`src/rtl/keypad_scanner.sv`:
```
// keypad_scanner: column-walking 4x4 active-low keypad scanner with a
// full-map debouncer. Produces registered key levels, a key code, and a
// one-cycle press pulse. Every output changes only on the cycle after a commit.
module keypad_scanner #(
    parameter logic [15:0] SCAN_DIV       = 16'd5000,
    parameter logic [3:0]  DEBOUNCE_SCANS = 4'd4,
    parameter logic [3:0]  PLUS_CODE      = 4'd1,
    parameter logic [3:0]  MINUS_CODE     = 4'd9
) (
    input  logic       clk,
    input  logic       resetN,
    input  logic [3:0] row_n,
    output logic [3:0] col_n,
    output logic       plusIsPressed,
    output logic       minusIsPressed,
    output logic [3:0] keyCode,
    output logic       keyValid,
    output logic       keyPressPulse,
    output logic       multiKey
);

    typedef enum logic [1:0] {COL0, COL1, COL2, COL3} col_state_t;

    typedef struct packed {
        logic       plus;
        logic       minus;
        logic [3:0] code;
        logic       valid;
        logic       multi;
        logic       pulse;
    } key_out_t;

    col_state_t state, state_nx;
    logic [15:0] div;
    logic        div_last;
    logic [3:0]  row_s1, row_s2;
    logic [15:0] snap, prev_snap, stable;
    logic [3:0]  cnt, cnt_nx;
    logic        eval;
    logic        commit;
    logic [3:0]  code_nx;
    logic        multi_nx;
    key_out_t    kout;

    assign div_last = (div == SCAN_DIV - 16'd1);

    // Two-flop synchronizer; idle level is all rows high (no key).
    always_ff @(posedge clk or negedge resetN) begin
        if (!resetN) begin
            row_s1 <= 4'hF;
            row_s2 <= 4'hF;
        end else begin
            row_s1 <= row_n;
            row_s2 <= row_s1;
        end
    end

    // Per-column dwell divider; wraps on the cycle the column advances.
    always_ff @(posedge clk or negedge resetN) begin
        if (!resetN)       div <= '0;
        else if (div_last) div <= '0;
        else               div <= div + 16'd1;
    end

    // Column FSM state register.
    always_ff @(posedge clk or negedge resetN) begin
        if (!resetN) state <= COL0;
        else         state <= state_nx;
    end

    // Column FSM next state: step to the next column at the end of the dwell.
    always_comb begin
        state_nx = state;
        if (div_last) begin
            case (state)
                COL0: state_nx = COL1;
                COL1: state_nx = COL2;
                COL2: state_nx = COL3;
                COL3: state_nx = COL0;
            endcase
        end
    end

    // Column FSM output: drive exactly one column low.
    always_comb begin
        col_n = 4'b1110;
        case (state)
            COL0: col_n = 4'b1110;
            COL1: col_n = 4'b1101;
            COL2: col_n = 4'b1011;
            COL3: col_n = 4'b0111;
        endcase
    end

    // Capture the settled rows of the current column on its last cycle;
    // eval marks the cycle after the last column of a scan.
    always_ff @(posedge clk or negedge resetN) begin
        if (!resetN) begin
            snap <= '0;
            eval <= 1'b0;
        end else begin
            if (div_last) begin
                for (int r = 0; r < 4; r++)
                    snap[{r[1:0], state}] <= ~row_s2[r];
            end
            eval <= div_last && (state == COL3);
        end
    end

    // Debounce count update and commit decision for the whole map.
    always_comb begin
        cnt_nx = cnt;
        if (snap != prev_snap)          cnt_nx = 4'd1;
        else if (cnt >= DEBOUNCE_SCANS) cnt_nx = DEBOUNCE_SCANS;
        else                            cnt_nx = cnt + 4'd1;
        commit = eval && (cnt_nx == DEBOUNCE_SCANS) && (snap != stable);
    end

    // Key code (lowest set index) and multi-key flag of the map being committed.
    always_comb begin
        code_nx = 4'd0;
        for (int i = 15; i >= 0; i--)
            if (snap[i]) code_nx = 4'(i);
        multi_nx = |(snap & (snap - 16'd1));
    end

    // Debounce state: history, count and committed map.
    always_ff @(posedge clk or negedge resetN) begin
        if (!resetN) begin
            prev_snap <= '0;
            cnt       <= '0;
            stable    <= '0;
        end else begin
            if (eval) begin
                prev_snap <= snap;
                cnt       <= cnt_nx;
            end
            if (commit) stable <= snap;
        end
    end

    // Output register: loads with the committed map; pulse only on new presses.
    always_ff @(posedge clk or negedge resetN) begin
        if (!resetN) begin
            kout <= '0;
        end else begin
            kout.pulse <= commit && |(snap & ~stable);
            if (commit) begin
                kout.plus  <= snap[PLUS_CODE];
                kout.minus <= snap[MINUS_CODE];
                kout.code  <= code_nx;
                kout.valid <= |snap;
                kout.multi <= multi_nx;
            end
        end
    end

    assign plusIsPressed  = kout.plus;
    assign minusIsPressed = kout.minus;
    assign keyCode        = kout.code;
    assign keyValid       = kout.valid;
    assign keyPressPulse  = kout.pulse;
    assign multiKey       = kout.multi;

endmodule

```
`config.mk`:
```
export PLATFORM = sky130hd
export DESIGN_NAME = keypad_scanner
export DESIGN_NICKNAME = d
export VERILOG_FILES = /design/src/rtl/keypad_scanner.sv
export SDC_FILE = /design/constraint.sdc
export NUM_CORES = 1
export LEC_CHECK = 0
export BUFFER_PORTS_ARGS = -buffer_cell sky130_fd_sc_hd__buf_2
export CORE_MARGIN = 10
export CORE_UTILIZATION = 24
export DETAILED_ROUTE_END_ITERATION = 10
export GPL_TIMING_DRIVEN = 0
export PLACE_DENSITY = 0.35
export SYNTH_ARGS = -nofsm -noshare
export SYNTH_HDL_FRONTEND = slang
export SYNTH_SLANG_ARGS = --single-unit
export TNS_END_PERCENT = 1
```
`constraint.sdc`:
```
create_clock -name clk -period 2 [get_ports clk]
set_input_delay 0.3 -clock clk [delete_from_list [all_inputs] [get_ports clk]]
set_output_delay 0.3 -clock clk [all_outputs]
set_load 0.01 [all_outputs]
```
Word-level counts from Yosys, hierarchy flattened --
Cells that the tools add are included.
Storage, ports and cells: bits in registers 88, input port bits 6, output and inout port bits 13
Operators by class: $add $sub $neg 3, order comparisons 9, equal/unequal tests 7, muxes and demuxes 33, bitwise logic cells 7, reductions and logical operators 12
Operators with widths (count):
- 4-bit two-way mux | 18
- 16-bit bitwise mux | 4
- 16-bit OR reduction | 3
- 16-bit bitwise AND | 2
- 16-bit != test | 2
- 16-bit by 1-bit adder with 16-bit output, second input constant | 1
- 16-bit by 13-bit equality test with 1-bit output, second input constant | 1
- 16-bit two-way mux | 1
- 16-bit inverter | 1
- 4-bit one-hot mux with 4 select lines | 1
- 16-bit by 1-bit subtractor with 16-bit output, second input constant | 1
- 4-bit by 5-bit < comparator with 1-bit output, second input constant | 2
- 1-bit demux with 2-bit select | 4
- 4-bit by 1-bit greater-or-equal comparator with 1-bit output, second input constant | 2
- 1-bit logical AND | 8
- 2-bit one-hot mux with 4 select lines | 1
- 2-bit by 5-bit < comparator with 1-bit output, second input constant | 1
- 3-bit by 5-bit < comparator with 1-bit output, second input constant | 1
- 4-bit by 1-bit adder with 4-bit output, second input constant | 1
- 2-bit equality test, second input constant | 2
- 4-bit by 3-bit equality test with 1-bit output, second input constant | 1
- 4-bit by 3-bit greater-or-equal comparator with 1-bit output, second input constant | 1
- 1-bit two-way mux | 4
- 1-bit inverter | 4
- other kinds (4) | 4

Longest topological paths before layout --
Gate-level depths: netlist of the first run.
depth in word-level cells 16, gate-level depth with buffers 8, mapped depth without buffers 7

Worst setup path after synthesis of the first run --
Ideal clock, no wire load.
path type flip-flop to flip-flop, start register snap[13], end register kout (netlist bit keyCode[0]), setup time 0.128 ns, arrival time 1.860 ns, path slack 0.013 ns, cell stages (with the launch flop) 9, buffers on the path 2, clock period less this slack 1.987 ns, cells stage by stage dfrtp_1 > buf_6 > xor2_1 > nor4_1 > nand2_1 > nor4_2 > nand2_2 > buf_6 > mux2_1
Between the ends: longest elaborated chain between the ends 14
RTL lines:
- start: declaration | RTL line 37 | logic [15:0] snap, prev_snap, stable;
- start signal: indexed assignment | RTL line 104 | snap[{r[1:0], state}] <= ~row_s2[r];
- 4-bit two-way mux (14 in a row) | RTL line 123 | if (snap[i]) code_nx = 4'(i);
- end: declaration | RTL line 43 | key_out_t kout;
Parallel ways exist; a longest one is shown, timed or not. A chain may end at the register's enable or synchronous reset.

Worst setup path after layout of the first run --
start register snap[7], end register stable[14]
Between the ends: longest elaborated chain between the ends 5
RTL lines:
- 16-bit != test | RTL line 113 | if (snap != prev_snap) cnt_nx = 4'd1;
- 4-bit two-way mux | RTL line 113
- 4-bit by 3-bit equality test with 1-bit output | RTL line 116 | commit = eval && (cnt_nx == DEBOUNCE_SCANS) && (snap != stable);
- 1-bit logical AND | RTL line 116
- 1-bit logical AND (*) | RTL line 116
- end signal: assignment | RTL line 138 | if (commit) stable <= snap;
- end: declaration | RTL line 37
Every way passes the cells marked *; elsewhere a longest branch is shown, timed or not.

==> results of run 1 <==
-- path summary, 6_finish.rpt --
path,endpoint,slack (ps)
min in group asynchronous,stable[6],410
max in group asynchronous,row_s2[0],920
worst min-delay path,row_s1[2],50
worst max register to register,stable[14],-190
worst max-delay path,stable[14],-190
worst min register to register,row_s2[1],350
-- final cells by class --
type / instances / area [um2]
multi-input cells: 246 / 2070
clock inverters: 5 / 58.8
repair buffers: 37 / 303
clock buffers: 11 / 233
plain buffers: 21 / 183
flip-flops and latches: 86 / 2160
inverters: 25 / 93.8
well taps: 225 / 282
fillers: 1797 / 12100
-- where the power goes --
group	switching, mW	internal (mW)	leakage (nW)
sequential	0.00643	1.75	1.16
clock	0.706	0.971	0.136
combinational	0.0370	0.0112	1.31
total	0.749	2.74	2.60
-- cell usage in the layout (no fill, tap or decap), drive strengths merged, types with 4 or more instances in the layout --
master	Yosys	final
clkbuf	16	18
nand2	14	14
nand3	6	6
nor2	31	31
buf	9	50
dfstp	8	8
nor2b	4	4
mux2	36	36
ha	25	25
xnor2	16	16
nor4	15	15
inv	25	26
and2	6	6
nand4	9	9
dfrtp	78	78
a21oi	26	26
xor2	12	12
o21ai	12	12
-- metal layers --
metal / vias to the layer above / part of all wire (%) / track usage (%)
met1: 1398 / 50 / 12.4
met4: 0 / 1.4 / 2.88
met2: 32 / 45 / 13.4
met5: - / 0 / 0
li1: 1414 / - / -
met3: 9 / 3.2 / 2.73
-- sequential cells by signal (all words and copies together), names as in the netlist --
register	flops
div	16
prev_snap	16
snap	16
stable	16
cnt	4
keyCode	4
row_s1	4
row_s2	4
state	2
eval	1
keyPressPulse	1
keyValid	1
multiKey	1
-- what timing repair did --
item,4_1_cts,5_1_grt
hold buffers,1,0
setup endpoints to repair,51,44
endpoints found under the hold margin,22,0
pin swaps,4,8
gates cloned,0,1
setup buffers,1,15
gates resized for setup,23,45
-- worst register-to-register path: cells and delay by family, from the launching register on --
family	cells	cell delay [ps]
AND/OR/NAND/NOR	3	610
flip-flops	1	400
buffers and inverters	3	400
multiplexers	1	300
adder cells (fa/ha/maj)	1	270
AO/OA/AOI/OAI	1	100
-- logic make-up after synthesis --
kind of cell | synth area share (%)
AO/OA/AOI/OAI | 7.28
XOR/XNOR | 5.68
adder cells (fa/ha/maj) | 7.74
buffers and inverters | 5.54
flip-flops | 50.1
multiplexers | 11.3
AND/OR/NAND/NOR | 12.3
==> flow_summary.ini, run 1 <==
[status]
status = finished, violations left
violations = setup timing

[placement]
place_area_um2 = 4720
hpwlAfterDp_mm = 7.27
io_buffers = 18
place.gp.congestion = 0.782
dp_cells = 626
post-place-ws_ps = -584

[worst_setup_path]
crit_path_end_kind = flop
cp_top_family = simple AND/OR/NAND/NOR gates
crit_required_ps = 2230
r2r_cells = 9
startpoint = snap[7]
timing.rr.start = snap[7]
cp_num_buf_inv = 3
crit_cells = 9
worstPathArrival_ps = 2420
start_kind = flop
crit_slowest_cell = dfrtp_1
critical_path_class = flop to flop
cp_cell_sequence = buf_4 > ha_1 > nand4_1 > nor4_4 > a21oi_2 > nand2_4 > buf_12 > buf_8 > mux2_4
worstPathMaxFanout = 5
slowest_delay_ps = 400

[yosys]
synth_cell_types = 45
synth_ff_type = dfrtp_1
synth_edf_count = 0
synth-async-reset-ratio_pct = 100
seq_area_frac_synth_pct = 50.1
synthesis.nets = 413
ys_warn_count = 0
post_synth.cell_area_avg_um2 = 11.3
synth_area_leaders = dfrtp_1 45%, ha_1 7.2%, mux2_4 5.9%
ys_ff_latch = 86
synth_area_um2 = 4320
netlist_instances = 382
yosysTopAreaCell = dfrtp_1
synth.most_common_cell = dfrtp_1
synth_top_cell_area_share_pct = 45.2
synth_common_cells = 78 x dfrtp_1, 31 x nor2_1, 26 x a21oi_1, 25 x ha_1, 25 x inv_1

[cells_and_area]
num-nets-final = 457
stdcell_count = 656
diodes = 0
fin_area_um2 = 5390
post-route-util_pct = 30.8
areaGrowthSynthToFinish_pct = 24.8
final_layout_size_suffix_gt1_share_pct = 32.3

[worst_hold_path]
holdPathStages = 1
hold_path.class = input port to flop
hold_path_startpoint = row_n[2]

[routing]
first_pass_iters = 4
drt_iter0_drc = 78
drt_wl_total_mm = 10.7
vias_per_cell = 4.35
drcViolationCount = 0
num_vias = 2853
antenna_left = 0
wire_per_inst_um = 16.4

[global_routing]
grt_pass1_wl_mm = 17.0
antenna_found_initial = 0
overflow = 0
grt_max_degree = 65
grt_pass1_vias = 2848
grtUsageTotal_pct = 9.13

[die]
start_util_pct = 24.7
io_pins = 19
core_um2 = 17500
die_h_um = 154
rows = 48
die_area_um2 = 23700
die_w_um = 154

[cts]
path_clk_slew_ps = 60
clockRootBuffer = clkbuf_16
htree_levels = 3
worst_skew_pair.late_latency_ps = 340
clock_path_buffers = 2
cts_buffers = 9
cts_tree = yes
clkSinkCount = 86

[timing]
fmax_mhz = 456
slew_violations = 0
rsz0062_at_grt = true
hold_violations = 0
fin_tns_setup_ps = -3560
relSlewSlack_pct = 62.2
fin_skew_ps = 4.47
min_period_ps = 2190
tightest_slew_ps = 567
hold-worst-slack_ps = 48.1
finalSetupViolCount = 22
fin_crit_sh_pct = 110
setup_slack_ps = -193

[power_and_ir_drop]
power_mw = 3.49
vdd_drop_max_mv = 0.371
power.density_nw_per_um2 = 647
power_leakage_nw = 2.60

[run]
maxCapViolCount = 0
No activity file was read; power rests on OpenSTA's default activity.
==> run 2, diff against run 1 <==
--- a/config.mk
+++ b/config.mk
@@ -10,7 +10,8 @@
 export CORE_UTILIZATION = 24
 export DETAILED_ROUTE_END_ITERATION = 10
 export GPL_TIMING_DRIVEN = 0
-export PLACE_DENSITY = 0.35
+export PLACE_DENSITY = 0.34
+export RECOVER_POWER = 50
 export SYNTH_ARGS = -nofsm -noshare
 export SYNTH_HDL_FRONTEND = slang
 export SYNTH_SLANG_ARGS = --single-unit
==> constraint.sdc (replaced) <==
create_clock -name clk -period 2.1 [get_ports clk]
set_input_delay 0.315 -clock clk [delete_from_list [all_inputs] [get_ports clk]]
set_output_delay 0.315 -clock clk [all_outputs]
set_load 0.01 [all_outputs]
==> run 2 against run 1 <==
Via count down 3.0%. Largest power group is now clock. The run still ends with setup timing left. Clock power is 5% higher. Clock-buffer cell count is 1 higher.
==> flow_summary.ini, run 2 (synthesis gave the netlist of run 1 again) <==
[status]
status = finished, violations left
violations = setup timing

[cts]
cts_buffers = 9
clkSinkCount = 86
worst_skew_pair.late_latency_ps = 340
htree_levels = 3
cts_tree = yes
path_clk_slew_ps = 60
clock_path_buffers = 2
clockRootBuffer = clkbuf_16

[die]
die_h_um = 154
io_pins = 19
core_um2 = 17500
die_w_um = 154
rows = 48
start_util_pct = 24.7
die_area_um2 = 23700

[routing]
wire_per_inst_um = 16.6
vias_per_cell = 4.33
antenna_left = 0
drcViolationCount = 0
first_pass_iters = 4
drt_wl_total_mm = 10.7
num_vias = 2768
drt_iter0_drc = 108

[worst_setup_path]
r2r-end = stable[8]
crit_slowest_cell = dfrtp_1
cp_top_family = simple AND/OR/NAND/NOR gates
regToRegSetupSlack_ps = -40
cp_cell_sequence = buf_4 > xor2_1 > nor4_1 > nand2_2 > nor4_4 > nand2_2 > buf_6 > mux2_4
crit_path_end_kind = flop
startpoint = snap[6]
crit_cells = 8
worstPathArrival_ps = 2360
critical_path_class = flop to flop
cpMostUsedCell = nand2_2
crit_required_ps = 2330
worstPathMaxFanout = 10
timing.rr.start = snap[6]
slowest_delay_ps = 410
r2r_cells = 8
start_kind = flop
cp_num_buf_inv = 2

[worst_hold_path]
hold_path_startpoint = row_n[0]
hold_path.class = input port to flop
whs_endpoint = row_s1[0]
holdPathStages = 1

[timing]
relSlewSlack_pct = 47.4
tightest_slew_ps = 789
fmax_mhz = 468
hold_violations = 0
fin_crit_sh_pct = 102
rsz0062_at_grt = true
finalSetupViolCount = 18
min_period_ps = 2140
hold-worst-slack_ps = 64.8
setup_slack_ps = -36.1
slew_violations = 0
fin_skew_ps = 6.18

[cells_and_area]
layout_common_cells = 77 x dfrtp_1, 31 x nor2_1, 26 x a21oi_1
diodes = 0
stdcell_count = 640
post-route-util_pct = 29.4
fillers = 1771
num-nets-final = 441
final_layout_size_suffix_gt1_share_pct = 27.0
mostFrequentLayoutCell = dfrtp_1
areaGrowthSynthToFinish_pct = 19.0

[placement]
place.gp.congestion = 0.759
dp_cells = 626
io_buffers = 18
hpwlAfterDp_mm = 7.33

[power_and_ir_drop]
power_mw = 3.49
power.density_nw_per_um2 = 679
vdd_drop_max_mv = 0.368
power_leakage_nw = 2.48

[global_routing]
grt_pass1_wl_mm = 17.2
antenna_found_initial = 0
grtUsageTotal_pct = 9.35
grt_max_degree = 61
grt_pass1_vias = 2875
overflow = 0

[run]
maxCapViolCount = 0
[run 2: cell types whose count changed in the layout (fill, tap and decap cells not counted), moves of 2 or more]
cell / before / now
buf_4: 16 / 4
buf_12: 3 / 0
clkbuf_2: 2 / 4
clkinvlp_4: 2 / 0
xnor2_2: 2 / 0
clkbuf_8: 0 / 2
buf_8: 3 / 0
xnor2_1: 14 / 16
[run 2: per-stage QoR]
stage | cell area [um2] | worst slack [ps] | setup TNS [ps]
detailed placement | 4720 | -506 | -8860
global route | 5140 | -172 | -4140
global placement | 4690 | -498 | -25870
floorplan | 4320 | 113 | 0
CTS | 5120 | -84.9 | -1390
finish | 5140 | -36.1 | -479
[run 2: per-layer routing]
layer	GRT usage [%]	wire (um)
met3	3.04	379
met2	13.8	4800
met4	3.19	171
met5	0	0
met1	12.5	5300
[run 2: worst max-delay path by stage]
stage / end / slack [ps]
5_1_grt: keyCode[0] / -170
2_1_floorplan: keyCode[0] / 110
3_5_place_dp: keyPressPulse / -510
3_3_place_gp: keyPressPulse / -500
4_1_cts: stable[8] / -80
6_report: stable[8] / -40
[run 2: layout make-up]
type / count / area, um2 / share of cell area (%)
Sequential cell: 86 / 2160 / 42.1
Multi-Input combinational cell: 246 / 2010 / 39.2
Tap cell: 225 / 282 / 5.48
Clock buffer: 12 / 246 / 4.80
Buffer: 21 / 149 / 2.90
Timing Repair Buffer: 21 / 114 / 2.22
Inverter: 25 / 93.8 / 1.83
Clock inverter: 4 / 77.6 / 1.51
[run 2: repair_timing]
item,in CTS,in global routing
hold buffers,1,0
buffers inserted,1,0
setup endpoints to repair,44,47
endpoints found under the hold margin,26,0
pin swaps,5,3
resized for setup,21,19
[run 2: worst register-to-register path, stage by stage, from the launching register on]
cell and delay [ps]:
dfrtp_1 410, buf_4 210, xor2_1 150, nor4_1 310, nand2_2 160, nor4_4 170
nand2_2 120, buf_6 190, mux2_4 300
[run 2: report_power, final]
group          leakage [nW]  total (mW)  internal (mW)  switching, mW
Clock                 0.157        1.77           1.08          0.688
Sequential             1.16        1.68           1.67        0.00632
Combinational          1.16      0.0399        0.00589         0.0340
Total                  2.48        3.49           2.76          0.729
==> run 3, diff against run 2 <==
--- a/config.mk
+++ b/config.mk
@@ -9,7 +9,7 @@
 export CORE_MARGIN = 10
 export CORE_UTILIZATION = 24
 export DETAILED_ROUTE_END_ITERATION = 10
-export GPL_TIMING_DRIVEN = 0
+export GPL_TIMING_DRIVEN = 1
 export PLACE_DENSITY = 0.34
 export RECOVER_POWER = 50
 export SYNTH_ARGS = -nofsm -noshare
==> run 3 against run 2 <==
The flow still finishes with violations (setup timing). Largest cell class unchanged. Die area unchanged. Cell count increased by 7.2%. Flip-flop and latch count unchanged. Clock-buffer cell count decreased by 1.
==> flow_summary.ini, run 3 (synthesis gave the netlist of run 1 again) <==
[cells_and_area]
num-nets-final = 487
seqCellArea_um2 = 2170
mostFrequentLayoutCell = dfrtp_1
fillers = 1780
multiInputGateArea_um2 = 2090
layout_common_cells = 74 x dfrtp_1, 55 x buf_4, 30 x nor2_1
fin_area_um2 = 5640
diodes = 0
stdcell_count = 686
areaGrowthSynthToFinish_pct = 30.7
final_layout_size_suffix_gt1_share_pct = 36.0
post-route-util_pct = 32.3

[run]
maxCapViolCount = 0

[placement]
place_area_um2 = 5020
post-place-ws_ps = -86.0
hpwlAfterDp_mm = 7.81
io_buffers = 18
dp_cells = 657
place.gp.congestion = 0.780

[worst_setup_path]
worstPathMaxFanout = 4
cp_top_family = simple AND/OR/NAND/NOR gates
crit_path_end_kind = flop
start_kind = flop
regToRegSetupSlack_ps = -10
cp_cell_sequence = nor4_4 > nand2_2 > maj3_2 > a2111oi_4 > nand3_2 > mux2_4
crit_slowest_cell = dfrtp_2
slowest_delay_ps = 460
worstPathArrival_ps = 2340
cp_num_buf_inv = 0
critical_path_class = flop to flop
timing.rr.start = snap[8]
r2r_cells = 6
r2r-end = multiKey
crit_required_ps = 2330

[cts]
htree_levels = 3
path_clk_slew_ps = 70
cts_tree = yes
clock_path_buffers = 2
clockRootBuffer = clkbuf_16
cts_buffers = 9
clkSinkCount = 86
worst_skew_pair.late_latency_ps = 350

[power_and_ir_drop]
pwr-share-clk_pct = 50.1
switching_share_pct = 20.9
intPower_mw = 2.73
power.share.sequential_pct = 48.7
power_leakage_nw = 2.78
combPwrFrac_pct = 1.2
p_sw_uw = 722
power.density_nw_per_um2 = 611
vdd_drop_max_mv = 0.375

[routing]
vias_per_cell = 4.32
drcViolationCount = 0
drt_iter0_drc = 109
num_vias = 2965
antenna_left = 0
wire_per_inst_um = 15.9
first_pass_iters = 4
drt_wl_total_mm = 10.9

[timing]
fin_skew_ps = 10.5
min_period_ps = 2110
relSlewSlack_pct = 17.5
tightest_slew_ps = 1240
rsz0062_at_grt = true
hold_violations = 0
fmax_mhz = 473
setup_slack_ps = -13.2
fin_tns_setup_ps = -13.2
fin_crit_sh_pct = 101
finalSetupViolCount = 1
slew_violations = 0

[die]
core_um2 = 17500
start_util_pct = 24.7
die_area_um2 = 23700
io_pins = 19
die_h_um = 154
die_w_um = 154
rows = 48

[global_routing]
grt_pass1_wl_mm = 16.9
grtUsageTotal_pct = 9.10
antenna_found_initial = 0
grt_max_degree = 34
grt_pass1_vias = 3065
overflow = 0

[worst_hold_path]
whs_endpoint = row_s1[2]
hold_path.class = input port to flop
hold_path_startpoint = row_n[2]
holdPathStages = 1

[status]
violations = setup timing
status = finished, violations left
==> run 3: changes by cell type in the layout (fill, tap and decap cells not counted), moves of 3 or more <==
cell      delta
buf_12       +3
buf_4       +51
and2_1       +4
nor4_2       +3
and2_2       -3
buf_2        -5
dfrtp_2      +3
clkbuf_2     -3
dfrtp_1      -3
==> run 3: repair_timing <==
item,in CTS,in global routing
buffers inserted,4,6
hold buffers,1,0
hold endpoints to repair,26,0
pin swaps,5,8
cloned,0,3
endpoints found under the setup margin,21,26
resized for setup,14,19
==> run 3: per-stage QoR <==
stage          hold slack [ps]  power [mW]
3_5_place_dp               302        1.76
2_1_floorplan             19.4        1.71
6_report                  64.3        3.45
4_1_cts                   44.5        3.53
5_1_grt                   42.1        3.58
3_3_place_gp               296        1.76
==> run 3: cell type report <==
cell class / instances / share of cell area (%)
Clock inverter: 5 / 1.46
Multi-Input combinational cell: 246 / 37.0
Tap cell: 225 / 4.99
Timing Repair Buffer: 88 / 12.4
Inverter: 25 / 1.66
Sequential cell: 86 / 38.4
Clock buffer: 11 / 4.13
==> run 3: power by group through the flow <==
stage	Sequential, mW	Clock (mW)	Combinational, mW
detailed placement	1.71	0	0.0497
global placement	1.71	0	0.0485
CTS	1.68	1.80	0.0512
global route	1.68	1.85	0.0509
floorplan	1.71	0	0.000362
finish	1.68	1.73	0.0422
==> run 3: worst max-delay path by stage <==
stage,startpoint,end,slack (ps),cells after the start
5_1_grt,snap[7],keyPressPulse,-80,8
3_5_place_dp,snap[5],multiKey,-90,8
3_3_place_gp,snap[5],multiKey,-150,8
2_1_floorplan,snap[13],keyCode[0],110,8
4_1_cts,snap[6],keyValid,-9,7
6_report,snap[8],multiKey,-10,6
==> run 3: metal layers <==
metal | share of wire [%] | routed length, um | GRT usage (%) | vias up
met5 | 0 | 0 | 0 | -
met4 | 1.8 | 196 | 3.69 | 0
met3 | 4.9 | 537 | 3.01 | 14
met2 | 44 | 4750 | 12.9 | 51
met1 | 50 | 5400 | 12.3 | 1426
li1 | - | - | - | 1474
